--- config.mk ---
export PLATFORM = sky130hd
export DESIGN_NAME = cpu_sequencer_flat
export DESIGN_NICKNAME = d
export VERILOG_FILES = /design/src/rtl/cpu_ctrl_pkg.sv /design/src/rtl/cpu_sequencer_if.sv /design/src/rtl/mem_wait_timer.sv /design/src/rtl/cpu_sequencer.sv /design/src/flat_wrapper.sv
export SDC_FILE = /design/constraint.sdc
export NUM_CORES = 1
export LEC_CHECK = 0
export ABC_AREA = 1
export CAP_MARGIN = 40
export CORE_MARGIN = 2
export CORE_UTILIZATION = 50
export CTS_CLUSTER_DIAMETER = 150
export DETAILED_ROUTE_END_ITERATION = 12
export GPL_TIMING_DRIVEN = 0
export PLACE_DENSITY = 0.82
export SETUP_SLACK_MARGIN = 0.05
export SKIP_LAST_GASP = 1
export SYNTH_ARGS = -nofsm -noshare
export SYNTH_HDL_FRONTEND = slang
export SYNTH_SLANG_ARGS = --single-unit
--- constraint.sdc ---
create_clock -name clk -period 2.3 [get_ports clk]
set_input_delay 0.575 -clock clk [delete_from_list [all_inputs] [get_ports clk]]
set_output_delay 0.575 -clock clk [all_outputs]
set_load 0.005 [all_outputs]
--- src/rtl/cpu_ctrl_pkg.sv ---
// Shared control constants for the CPU sequencer and the instruction decoder:
// state encoding, opcode values, counter widths and small helpers.
package cpu_ctrl_pkg;

  localparam int unsigned STATE_W = 3;
  localparam int unsigned OP_W    = 8;
  localparam int unsigned CNT_W   = 16;
  localparam int unsigned WAIT_W  = 8;

  localparam logic [STATE_W-1:0] ST_IDLE   = 3'd0;
  localparam logic [STATE_W-1:0] ST_FETCH  = 3'd1;
  localparam logic [STATE_W-1:0] ST_DECODE = 3'd2;
  localparam logic [STATE_W-1:0] ST_EXEC   = 3'd3;
  localparam logic [STATE_W-1:0] ST_MEM    = 3'd4;
  localparam logic [STATE_W-1:0] ST_WB     = 3'd5;
  localparam logic [STATE_W-1:0] ST_HALTED = 3'd6;

  localparam logic [OP_W-1:0] OP_HALT  = 8'h00;
  localparam logic [OP_W-1:0] OP_LOAD  = 8'h01;
  localparam logic [OP_W-1:0] OP_STORE = 8'h02;
  localparam logic [OP_W-1:0] OP_ADD   = 8'h03;
  localparam logic [OP_W-1:0] OP_JUMP  = 8'h04;
  localparam logic [OP_W-1:0] OP_LOADI = 8'h05;

  typedef struct packed {
    logic fetch;
    logic decode;
    logic exec;
    logic wb;
  } stage_en_t;

  // Increment that sticks at all-ones instead of wrapping.
  function automatic logic [CNT_W-1:0] sat_inc(input logic [CNT_W-1:0] v);
    return (v == '1) ? v : v + CNT_W'(1);
  endfunction

endpackage

--- src/rtl/cpu_sequencer_if.sv ---
// Control/memory handshake bundle between the sequencer and its environment.
interface cpu_sequencer_if;
  import cpu_ctrl_pkg::*;

  logic              start;
  logic              halt_req;
  logic [OP_W-1:0]   opcode;
  logic              mem_ack;
  logic              mem_req;
  logic              mem_we;
  logic              fetch_en;
  logic              decode_en;
  logic              exec_en;
  logic              wb_en;
  logic              pc_inc;
  logic              pc_load;
  logic              halted;
  logic              bus_err;
  logic [CNT_W-1:0]  cycle_count;
  logic [CNT_W-1:0]  instr_count;

  modport master (
    input  start, halt_req, opcode, mem_ack,
    output mem_req, mem_we, fetch_en, decode_en, exec_en, wb_en,
           pc_inc, pc_load, halted, bus_err, cycle_count, instr_count
  );

  modport slave (
    output start, halt_req, opcode, mem_ack,
    input  mem_req, mem_we, fetch_en, decode_en, exec_en, wb_en,
           pc_inc, pc_load, halted, bus_err, cycle_count, instr_count
  );

endinterface

--- src/rtl/mem_wait_timer.sv ---
// Counts consecutive cycles spent waiting for a memory acknowledge and flags
// the cycle in which the wait would reach TIMEOUT.
module mem_wait_timer
  import cpu_ctrl_pkg::*;
#(
  parameter int unsigned TIMEOUT = 15
) (
  input  logic clk,
  input  logic rst,
  input  logic clear_i,
  input  logic count_i,
  output logic expired_o
);

  logic [WAIT_W-1:0] cnt_q, cnt_d;

  always_comb begin
    cnt_d = cnt_q;
    if (clear_i) begin
      cnt_d = '0;
    end else if (count_i) begin
      cnt_d = cnt_q + WAIT_W'(1);
    end
  end

  always_ff @(posedge clk or posedge rst) begin
    if (rst) begin
      cnt_q <= '0;
    end else begin
      cnt_q <= cnt_d;
    end
  end

  // An ack in the final cycle suppresses count_i, so the ack wins.
  assign expired_o = count_i && (cnt_q == WAIT_W'(TIMEOUT - 1));

endmodule

--- src/rtl/cpu_sequencer.sv ---
// Multi-cycle instruction sequencer: fetch, decode, execute, optional memory
// and write-back phases, with halt handling and a sticky memory timeout.
module cpu_sequencer
  import cpu_ctrl_pkg::*;
#(
  parameter int unsigned MEM_TIMEOUT = 15
) (
  input  logic                  clk,
  input  logic                  rst,
  cpu_sequencer_if.master       bus
);

  logic [STATE_W-1:0] state_q, state_d;
  logic [OP_W-1:0]    op_q, op_d;
  logic [CNT_W-1:0]   cyc_q, cyc_d;
  logic [CNT_W-1:0]   instr_q, instr_d;
  logic               bus_err_q, bus_err_d;

  logic      waiting_c, expired_c, timer_clear_c, timer_count_c;
  logic      active_c, retire_c, boundary_c;
  stage_en_t stage_c;

  assign waiting_c     = (state_q == ST_FETCH) || (state_q == ST_MEM);
  assign timer_count_c = waiting_c && !bus.mem_ack;
  assign timer_clear_c = (state_d != state_q);
  assign active_c      = (state_q >= ST_FETCH) && (state_q <= ST_WB);

  mem_wait_timer #(.TIMEOUT(MEM_TIMEOUT)) u_wait (
    .clk       (clk),
    .rst       (rst),
    .clear_i   (timer_clear_c),
    .count_i   (timer_count_c),
    .expired_o (expired_c)
  );

  always_ff @(posedge clk or posedge rst) begin
    if (rst) begin
      state_q   <= ST_IDLE;
      op_q      <= '0;
      cyc_q     <= '0;
      instr_q   <= '0;
      bus_err_q <= 1'b0;
    end else begin
      state_q   <= state_d;
      op_q      <= op_d;
      cyc_q     <= cyc_d;
      instr_q   <= instr_d;
      bus_err_q <= bus_err_d;
    end
  end

  // Next-state logic; boundary_c marks an instruction boundary.
  always_comb begin
    state_d    = state_q;
    op_d       = op_q;
    bus_err_d  = bus_err_q;
    retire_c   = 1'b0;
    boundary_c = 1'b0;
    case (state_q)
      ST_IDLE: begin
        if (bus.halt_req) begin
          state_d = ST_HALTED;
        end else if (bus.start) begin
          state_d = ST_FETCH;
        end
      end
      ST_FETCH: begin
        if (bus.mem_ack) begin
          state_d = ST_DECODE;
        end else if (expired_c) begin
          state_d   = ST_HALTED;
          bus_err_d = 1'b1;
        end
      end
      ST_DECODE: state_d = ST_EXEC;
      ST_EXEC: begin
        op_d = bus.opcode;
        case (bus.opcode)
          OP_HALT: begin
            state_d  = ST_HALTED;
            retire_c = 1'b1;
          end
          OP_LOAD, OP_ADD, OP_STORE: state_d = ST_MEM;
          OP_LOADI:                  state_d = ST_WB;
          default:                   boundary_c = 1'b1;
        endcase
      end
      ST_MEM: begin
        if (bus.mem_ack) begin
          if ((op_q == OP_LOAD) || (op_q == OP_ADD)) begin
            state_d = ST_WB;
          end else begin
            boundary_c = 1'b1;
          end
        end else if (expired_c) begin
          state_d   = ST_HALTED;
          bus_err_d = 1'b1;
        end
      end
      ST_WB:     boundary_c = 1'b1;
      ST_HALTED: state_d = ST_HALTED;
      default:   state_d = ST_IDLE;
    endcase
    if (boundary_c) begin
      retire_c = 1'b1;
      state_d  = bus.halt_req ? ST_HALTED : ST_FETCH;
    end
  end

  assign instr_d = retire_c ? instr_q + CNT_W'(1) : instr_q;
  assign cyc_d   = active_c ? sat_inc(cyc_q) : cyc_q;

  // Output decode from the registered state, plus mem_ack for pc_inc.
  always_comb begin
    stage_c     = '0;
    bus.mem_req = 1'b0;
    bus.mem_we  = 1'b0;
    bus.pc_inc  = 1'b0;
    bus.pc_load = 1'b0;
    case (state_q)
      ST_FETCH: begin
        stage_c.fetch = 1'b1;
        bus.mem_req   = 1'b1;
        bus.pc_inc    = bus.mem_ack;
      end
      ST_DECODE: stage_c.decode = 1'b1;
      ST_EXEC: begin
        stage_c.exec = 1'b1;
        bus.pc_load  = (bus.opcode == OP_JUMP);
      end
      ST_MEM: begin
        bus.mem_req = 1'b1;
        bus.mem_we  = (op_q == OP_STORE);
      end
      ST_WB:   stage_c.wb = 1'b1;
      default: stage_c = '0;
    endcase
  end

  assign bus.fetch_en    = stage_c.fetch;
  assign bus.decode_en   = stage_c.decode;
  assign bus.exec_en     = stage_c.exec;
  assign bus.wb_en       = stage_c.wb;
  assign bus.halted      = (state_q == ST_HALTED);
  assign bus.bus_err     = bus_err_q;
  assign bus.cycle_count = cyc_q;
  assign bus.instr_count = instr_q;

endmodule

--- src/flat_wrapper.sv ---
// flat-port wrapper written by rule: the top's interface ports become plain ports
module cpu_sequencer_flat import cpu_ctrl_pkg::*;
#(
  parameter int unsigned MEM_TIMEOUT = 15
)
  (clk, rst, bus_start, bus_halt_req, bus_opcode, bus_mem_ack, bus_mem_req, bus_mem_we, bus_fetch_en, bus_decode_en, bus_exec_en, bus_wb_en, bus_pc_inc, bus_pc_load, bus_halted, bus_bus_err, bus_cycle_count, bus_instr_count);
  cpu_sequencer_if bus_i ();
  input  logic clk;
  input  logic rst;
  input wire logic [$bits(bus_i.start)-1:0] bus_start;
  input wire logic [$bits(bus_i.halt_req)-1:0] bus_halt_req;
  input wire logic [$bits(bus_i.opcode)-1:0] bus_opcode;
  input wire logic [$bits(bus_i.mem_ack)-1:0] bus_mem_ack;
  output wire logic [$bits(bus_i.mem_req)-1:0] bus_mem_req;
  output wire logic [$bits(bus_i.mem_we)-1:0] bus_mem_we;
  output wire logic [$bits(bus_i.fetch_en)-1:0] bus_fetch_en;
  output wire logic [$bits(bus_i.decode_en)-1:0] bus_decode_en;
  output wire logic [$bits(bus_i.exec_en)-1:0] bus_exec_en;
  output wire logic [$bits(bus_i.wb_en)-1:0] bus_wb_en;
  output wire logic [$bits(bus_i.pc_inc)-1:0] bus_pc_inc;
  output wire logic [$bits(bus_i.pc_load)-1:0] bus_pc_load;
  output wire logic [$bits(bus_i.halted)-1:0] bus_halted;
  output wire logic [$bits(bus_i.bus_err)-1:0] bus_bus_err;
  output wire logic [$bits(bus_i.cycle_count)-1:0] bus_cycle_count;
  output wire logic [$bits(bus_i.instr_count)-1:0] bus_instr_count;
  assign bus_i.start = bus_start;
  assign bus_i.halt_req = bus_halt_req;
  assign bus_i.opcode = bus_opcode;
  assign bus_i.mem_ack = bus_mem_ack;
  assign bus_mem_req = bus_i.mem_req;
  assign bus_mem_we = bus_i.mem_we;
  assign bus_fetch_en = bus_i.fetch_en;
  assign bus_decode_en = bus_i.decode_en;
  assign bus_exec_en = bus_i.exec_en;
  assign bus_wb_en = bus_i.wb_en;
  assign bus_pc_inc = bus_i.pc_inc;
  assign bus_pc_load = bus_i.pc_load;
  assign bus_halted = bus_i.halted;
  assign bus_bus_err = bus_i.bus_err;
  assign bus_cycle_count = bus_i.cycle_count;
  assign bus_instr_count = bus_i.instr_count;
  cpu_sequencer #(.MEM_TIMEOUT(MEM_TIMEOUT)) u_core (.clk(clk), .rst(rst), .bus(bus_i));
endmodule
==> impl_results.md <==
- Post-synth EDFFs: 0
- Synth Instances: 378
- RSZ-0062 raised after global routing: true
- Clk_skew: 0.0109 ns
- Drt drc: 0
- Worst path slowest cell: clkdlybuf4s50_1
- Hold Crit Depth: 2
- Crit path time final: 2.19 ns
- Leakage power: 0.00183 uW
- Post-synth cell types: 29
- Syn Nets: 395
- TritonCTS clock tree: done
- Buf/Inv on CP: 3
- Final worst-path cycle share: 95.1%
- Top Ports: 55
- Post-route ant nets: 0
- Kind of critical path: reg -> out
- Area of the multi-input gates: 1450 um^2
- Yosys warns: 0
- CP arrival: 1.61 ns
- Filler cells: 513
- Slew HR: 64.7%
- First-pass iteration count of the detailed router: 4
- N_diodes: 0
- Slew Viols, Final: 0
- Worst Tran Pin Value: 0.529 ns
- Final nets: 463
- Final Hold Viols: 0
- Yosys reg bits: 52
- Endpoint type of the worst setup path: primary output
- Detail Placement HPWL: 4660 um
- Overall global routing resource usage: 20.5%
- Post-synthesis sequential area ratio: 43.9%
- Post-synth top flop: dfrtp_1
- Drt via density: 5.00
- Asr flop ratio synth: 100%
- Max cap viols: 0
- Setup crit start kind: flip-flop
- Initial drt markers: 122
- Layout cells sized above 1: 10.7%
- Final setup fails: 0
- Number of buffers created by CTS: 5
- Layout area overhead: 29.3%
- CP Cell Sequence: inv_2, nand3_2, inv_1, clkdlybuf4s50_1
- Tightest Hold Check Type: reg -> reg
- RD Place Congestion: 0.889
- CP Data Required Time: 1.73 ns
- I/O Buffers: 54
- Die H: 81.0 um
- Root Driver: clkbuf_8
- Clk_lat worst skew: 0.31 ns
- CORE AREA: 5820 um^2
- Status: complete, no violations
- Family with the most delay on the worst path: buffers and inverters
- CP max stage delay: 0.52 ns
- Initial core utilization: 51.0%
- # clock sinks: 52
- Die W: 81.0 um
- Crit-path max FO: 9
- Achievable frequency: 457 MHz
- Mean Syn Cell Area: 7.84 um^2
- Sequential cell area: 1300 um^2
- Vias in the first global route: 2451
- Worst-path clk slew: 0.09 ns
- Worst setup margin: 0.112 ns
- Die area: 6560 um^2
- Htree depth: 2
- Peak VDD IR: 0.691 mV
- Crit path depth: 4
- Wire per inst: 11.8 um
- Pre-CTS setup slack: -0.448 ns
- Reg2Reg Depth: 12
- First-pass GRT wire length: 10500 um
- Utilization after layout: 65.9%
- Synthesized cell area: 2960 um^2
- Rows: 28
- Largest net degree at the start of global routing: 29
- Initial antenna violation count: 0
- Grt ovf: 0
- Via count: 2611
- Clock Path Buffers: 2
- WL final: 6170 um
- Cell Pwr Density: 1030 nW/um^2
[per-layer routing]
| layer | vias up | global-route usage (%) | part of all wire, % |
|---|---|---|---|
| met2 | 63 | 35.6 | 50 |
| met3 | 10 | 4.11 | 3.7 |
| li1 | 1327 | - | - |
| met4 | 0 | 7.63 | 1.6 |
| met5 | - | 0 | 0 |
| met1 | 1211 | 25.1 | 44 |
[cells by family after synthesis]
family | Yosys count | synth area share, %
flops | 52 | 43.9
mux | 1 | 0.380
fa+ha+maj | 4 | 1.69
compound gates | 23 | 4.05
buf+inv | 60 | 8.10
simple gates | 202 | 31.2
xor+xnor | 36 | 10.6
[cells in the mapped netlist (2+ instances only)]
| cell | instances | area [um^2] |
|---|---|---|
| inv_2 | 2 | 7.51 |
| buf_2 | 2 | 10.0 |
| nand2_1 | 81 | 304 |
| dfrtp_1 | 52 | 1300 |
| a21oi_1 | 2 | 10.0 |
| nand4_1 | 12 | 75.1 |
| nand3_2 | 2 | 20.0 |
| nor3_1 | 12 | 60.1 |
| nand2_4 | 2 | 22.5 |
| inv_1 | 53 | 199 |
| nor2_2 | 2 | 12.5 |
| o21ai_0 | 19 | 95.1 |
| nor2_1 | 51 | 191 |
| nand3b_1 | 2 | 15.0 |
| nand3_1 | 26 | 130 |
| nand2_2 | 6 | 37.5 |
| ha_1 | 4 | 50.1 |
| nor4_1 | 3 | 18.8 |
| xor2_1 | 28 | 245 |
| xnor2_1 | 8 | 70.1 |
[registers in the layout, summed over array words and instances, names as in the netlist]
register and cells:
u_core.u_wait.cnt_q 8, u_core.bus.instr_count 16, u_core.bus.cycle_count 16, u_core.state_q 3, u_core.op_q 8, u_core.bus.bus_err 1
[worst min-delay path, delay by kind of cell, from the launching register on]
family	cells	cell delay, ns
buffers and inverters	1	0.04
and+or+nand+nor	1	0.05
DFF	1	0.35
[power breakdown]
part | internal, uW | switching (uW) | total, uW
combinational | 828 | 1060 | 1890
clock | 384 | 297 | 681
sequential | 1150 | 223 | 1380
[stage by stage]
step / area [um^2] / cells / hold slack [ns] / setup TNS, ns / power (uW)
after floorplan: 2960 / 378 / 0.450 / 0 / 2510
after global placement: 3600 / 507 / 0.454 / -23.49 / 3110
after detailed placement: 3620 / 508 / 0.455 / -1.59 / 3170
after CTS: 3820 / 522 / 0.477 / -0.0808 / 3960
after global routing: 3830 / 522 / 0.517 / 0 / 4280
final: 3830 / 522 / 0.469 / 0 / 3950
[final timing paths]
kind | from | end | slack (ns)
max in group asynchronous | rst | u_core.state_q[1] | 1.14
worst max register to register | u_core.u_wait.cnt_q[0] | u_core.u_wait.cnt_q[2] | 0.41
worst min register to register | u_core.bus.bus_err | u_core.bus.bus_err | 0.47
min in group asynchronous | rst | u_core.bus.instr_count[8] | 0.62
worst max-delay path | u_core.state_q[1] | bus_wb_en | 0.11
worst min-delay path | u_core.bus.bus_err | u_core.bus.bus_err | 0.47
[cells in the final DEF, fill, tap and decap left out, types with 2 or more instances in the layout]
cell	n
nor2_1	49
dlymetal6s2s_1	4
nand3_1	24
clkbuf_8	7
nand2_1	80
nand2_2	7
nand3b_1	2
dfrtp_1	51
xor2_1	28
inv_2	3
nand2_4	2
buf_4	7
nor2_4	3
nand4_1	12
nand3_2	4
xnor2_1	8
nor3_1	12
a21oi_1	2
o21ai_0	19
ha_1	4
clkdlybuf4s50_1	48
inv_1	51
nor4_1	3
nor2_2	2
[repair_timing]
| action | CTS | global route |
|---|---|---|
| pin swaps | 3 | 1 |
| hold buffers | 0 | 0 |
| setup buffers | 6 | 0 |
| resized for setup | 13 | 10 |
| endpoints found under the setup margin | 7 | 8 |
[area by class of cell]
cell class | count | share of cell area, %
well taps | 75 | 2.45
flip-flops and latches | 52 | 34.0
clock buffers | 7 | 2.51
multi-input cells | 266 | 37.8
inverters | 56 | 5.74
repair buffers | 61 | 15.9
plain buffers | 4 | 0.816
clock inverters | 1 | 0.783
Note: power is estimated with default switching activity, not from simulation.
==> RTL edit (config.mk and constraints unchanged) <==
Change the package constant `OP_W` from 8 to 7.
--- a/src/rtl/cpu_ctrl_pkg.sv
+++ b/src/rtl/cpu_ctrl_pkg.sv
@@ -5,3 +5,3 @@
   localparam int unsigned STATE_W = 3;
-  localparam int unsigned OP_W    = 8;
+  localparam int unsigned OP_W    = 7;
   localparam int unsigned CNT_W   = 16;
Ports: changed (resized bus_opcode); port bits go from 55 to 54. The function was not compared with the original's and may differ.
==> RTL edit against the original RTL <==
Total power is 3.4% higher; die area rose by 1.9%; cell area is 0.98% higher; wire length is 3.7% lower; register-to-register slack got worse by 0.05 ns; sequential share of layout area decreased by 1.0 points; sequential power fell by 5%; sequential cell count fell by 1; critical path depth grew 1; first-iteration DRC count decreased by 34%; synthesized area is 2.0% higher; worst setup slack got worse by 0.00078 ns; synthesized cell count decreased by 7.1%; largest cell class unchanged; largest power group unchanged; highest routed layer unchanged.
==> RTL edit: results (changes against the original RTL) <==
metric;value;unit;change
via_per_inst;4.95;;was 5.00
yosys_warnings;0;;unchanged
clock_latency;0.30;ns;
ctsHtreeMaxLevel;2;;unchanged
ir_drop;0.000746;V;was 0.000691 V
status;finished clean;;unchanged
rr_endpoint;u_core.u_wait.cnt_q[6];;was u_core.u_wait.cnt_q[2]
drt_iter0_drc;80;;was 122
cts_inserted_buffers;5;;unchanged
grt_max_degree;28;;was 29
dr.pass1.iters;4;;unchanged
synth_nets;367;;was 395
r2r_cells;12;;unchanged
track_usage;0.195;;was 0.205
cts-root-buf;clkbuf_8;;unchanged
cp_slowest_cell;clkdlybuf4s50_1;;unchanged
worst_pin_slew;0.593;ns;was 0.529 ns
antennaDiodeCount;0;;unchanged
cts.clk_slew.worst_paths;0.09;ns;about the same
yosys-top-cells-count;nand2_1 (70), dfrtp_1 (51), inv_1 (51), nand3_1 (28), nor2_1 (28);;was nand2_1 (81), inv_1 (53), dfrtp_1 (52), nor2_1 (51), xor2_1 (28)
portBuffers;53;;was 54
arrival;1.61;ns;about the same
timing.rr.start;u_core.u_wait.cnt_q[0];;unchanged
critical-path-top-delay-family;buffers and inverters;;unchanged
antenna_found_initial;0;;unchanged
hpwl;4570;um;was 4660 um
critPathMaxStageDelay;0.49;ns;was 0.52 ns
ys_top_cells_by_area;dfrtp_1 (42%), nand2_1 (8.7%), xor2_1 (7.5%), inv_1 (6.3%), nand3_1 (4.6%);;was dfrtp_1 (44%), nand2_1 (10%), xor2_1 (8.3%), inv_1 (6.7%), nor2_1 (6.5%)
synth-seq-area-share;0.422;;was 0.439
dpl_cell_area;3670;um^2;was 3620 um^2
reg2reg_setup_slack;0.36;ns;was 0.41 ns
endpoint;bus_wb_en;;unchanged
synth_cell_types;35;;was 29
clk_path_buf_depth;2;;unchanged
hold_class;reg2reg;;unchanged
startpoint;u_core.state_q[1];;unchanged
finalWirelength;5950;um;was 6170 um
ys_async_sr_fraction;1.00;;unchanged
intPower;2.33;mW;was 2.36 mW
p_leak;1.93;nW;was 1.83 nW
final_nets;433;;was 463
first_global_vias;2372;;was 2451
grt_pass1_wl;10200;um;was 10500 um
fillers;498;;was 513
gp_congestion;0.931;;was 0.889
critPathMaxFanout;6;;was 9
drive_gt1_frac;0.196;;was 0.107
clock_skew;0.0108;ns;was 0.0109 ns
-- RTL edit: cell types whose count changed after synthesis, sizes merged, moves of 2 or more --
| cell | delta |
|---|---|
| nor3 | +8 |
| xor2 | -2 |
| nand4 | -5 |
| nor2 | -17 |
| o21ai | -10 |
| buf | +2 |
| nand3 | +3 |
| mux2 | +2 |
| nand2 | -6 |
| xnor2 | -2 |
-- RTL edit: cell families after synthesis --
kind of cell	Yosys count	share of synthesized area
AO/OA/AOI/OAI	15	0.0314
XOR/XNOR	32	0.0927
adder cells (fa/ha/maj)	4	0.0166
buffers and inverters	62	0.0877
flip-flops	51	0.422
multiplexers	3	0.0112
AND/OR/NAND/NOR	184	0.338
-- RTL edit: final cells by class --
type	count	area share
multi-input cells	238	0.393
inverters	57	0.0572
plain buffers	5	0.0145
flip-flops and latches	51	0.330
clock buffers	7	0.0249
clock inverters	1	0.00194
well taps	75	0.0242
repair buffers	59	0.155
-- RTL edit: power groups by stage --
stage	logic [mW]	clock network, mW	registers [mW]
floorplan	1.48	0	1.30
global placement	2.07	0	1.31
detailed placement	2.13	0	1.33
CTS	2.19	0.586	1.31
global route	2.44	0.624	1.35
finish	2.20	0.569	1.31
-- RTL edit: stage by stage --
| step | hold WS, ns | TNS, ns | cells | util | setup slack, ns |
|---|---|---|---|---|---|
| after global placement | 0.453 | -26.29 | 479 | 0.620 | -0.476 |
| after CTS | 0.477 | -0.0237 | 492 | 0.649 | -0.0237 |
| after global routing | 0.505 | 0 | 493 | 0.658 | 0.0460 |
| after floorplan | 0.443 | 0 | 351 | - | 0.495 |
| after detailed placement | 0.455 | -2.77 | 480 | 0.623 | -0.374 |
| final | 0.469 | 0 | 493 | 0.658 | 0.111 |
-- RTL edit: layer usage --
| metal | up-vias | global-route usage | wire length [um] | share of wire |
|---|---|---|---|---|
| met1 | 1152 | 0.240 | 2610 | 0.44 |
| met4 | 0 | 0.0400 | 28 | 0.0047 |
| met5 | - | 0 | 0 | 0 |
| met2 | 48 | 0.358 | 3080 | 0.52 |
| li1 | 1238 | - | - | - |
| met3 | 4 | 0.0330 | 225 | 0.038 |
-- RTL edit: how the worst min path moves through the flow --
stage / startpoint / cells past startpoint / to / slack (ns)
final: u_core.bus.bus_err / 2 / u_core.bus.bus_err / 0.47
after global placement: u_core.bus.bus_err / 2 / u_core.bus.bus_err / 0.45
after detailed placement: u_core.bus.bus_err / 2 / u_core.bus.bus_err / 0.45
after global routing: u_core.bus.bus_err / 2 / u_core.bus.bus_err / 0.51
after CTS: u_core.bus.bus_err / 2 / u_core.bus.bus_err / 0.48
after floorplan: u_core.op_q[6] / 2 / u_core.op_q[6] / 0.44
-- RTL edit: what timing repair did --
item,in CTS,in global routing
endpoints found under the setup margin,6,17
pin swaps,2,4
resized for setup,13,18
gates cloned,0,0
buffers inserted,4,1
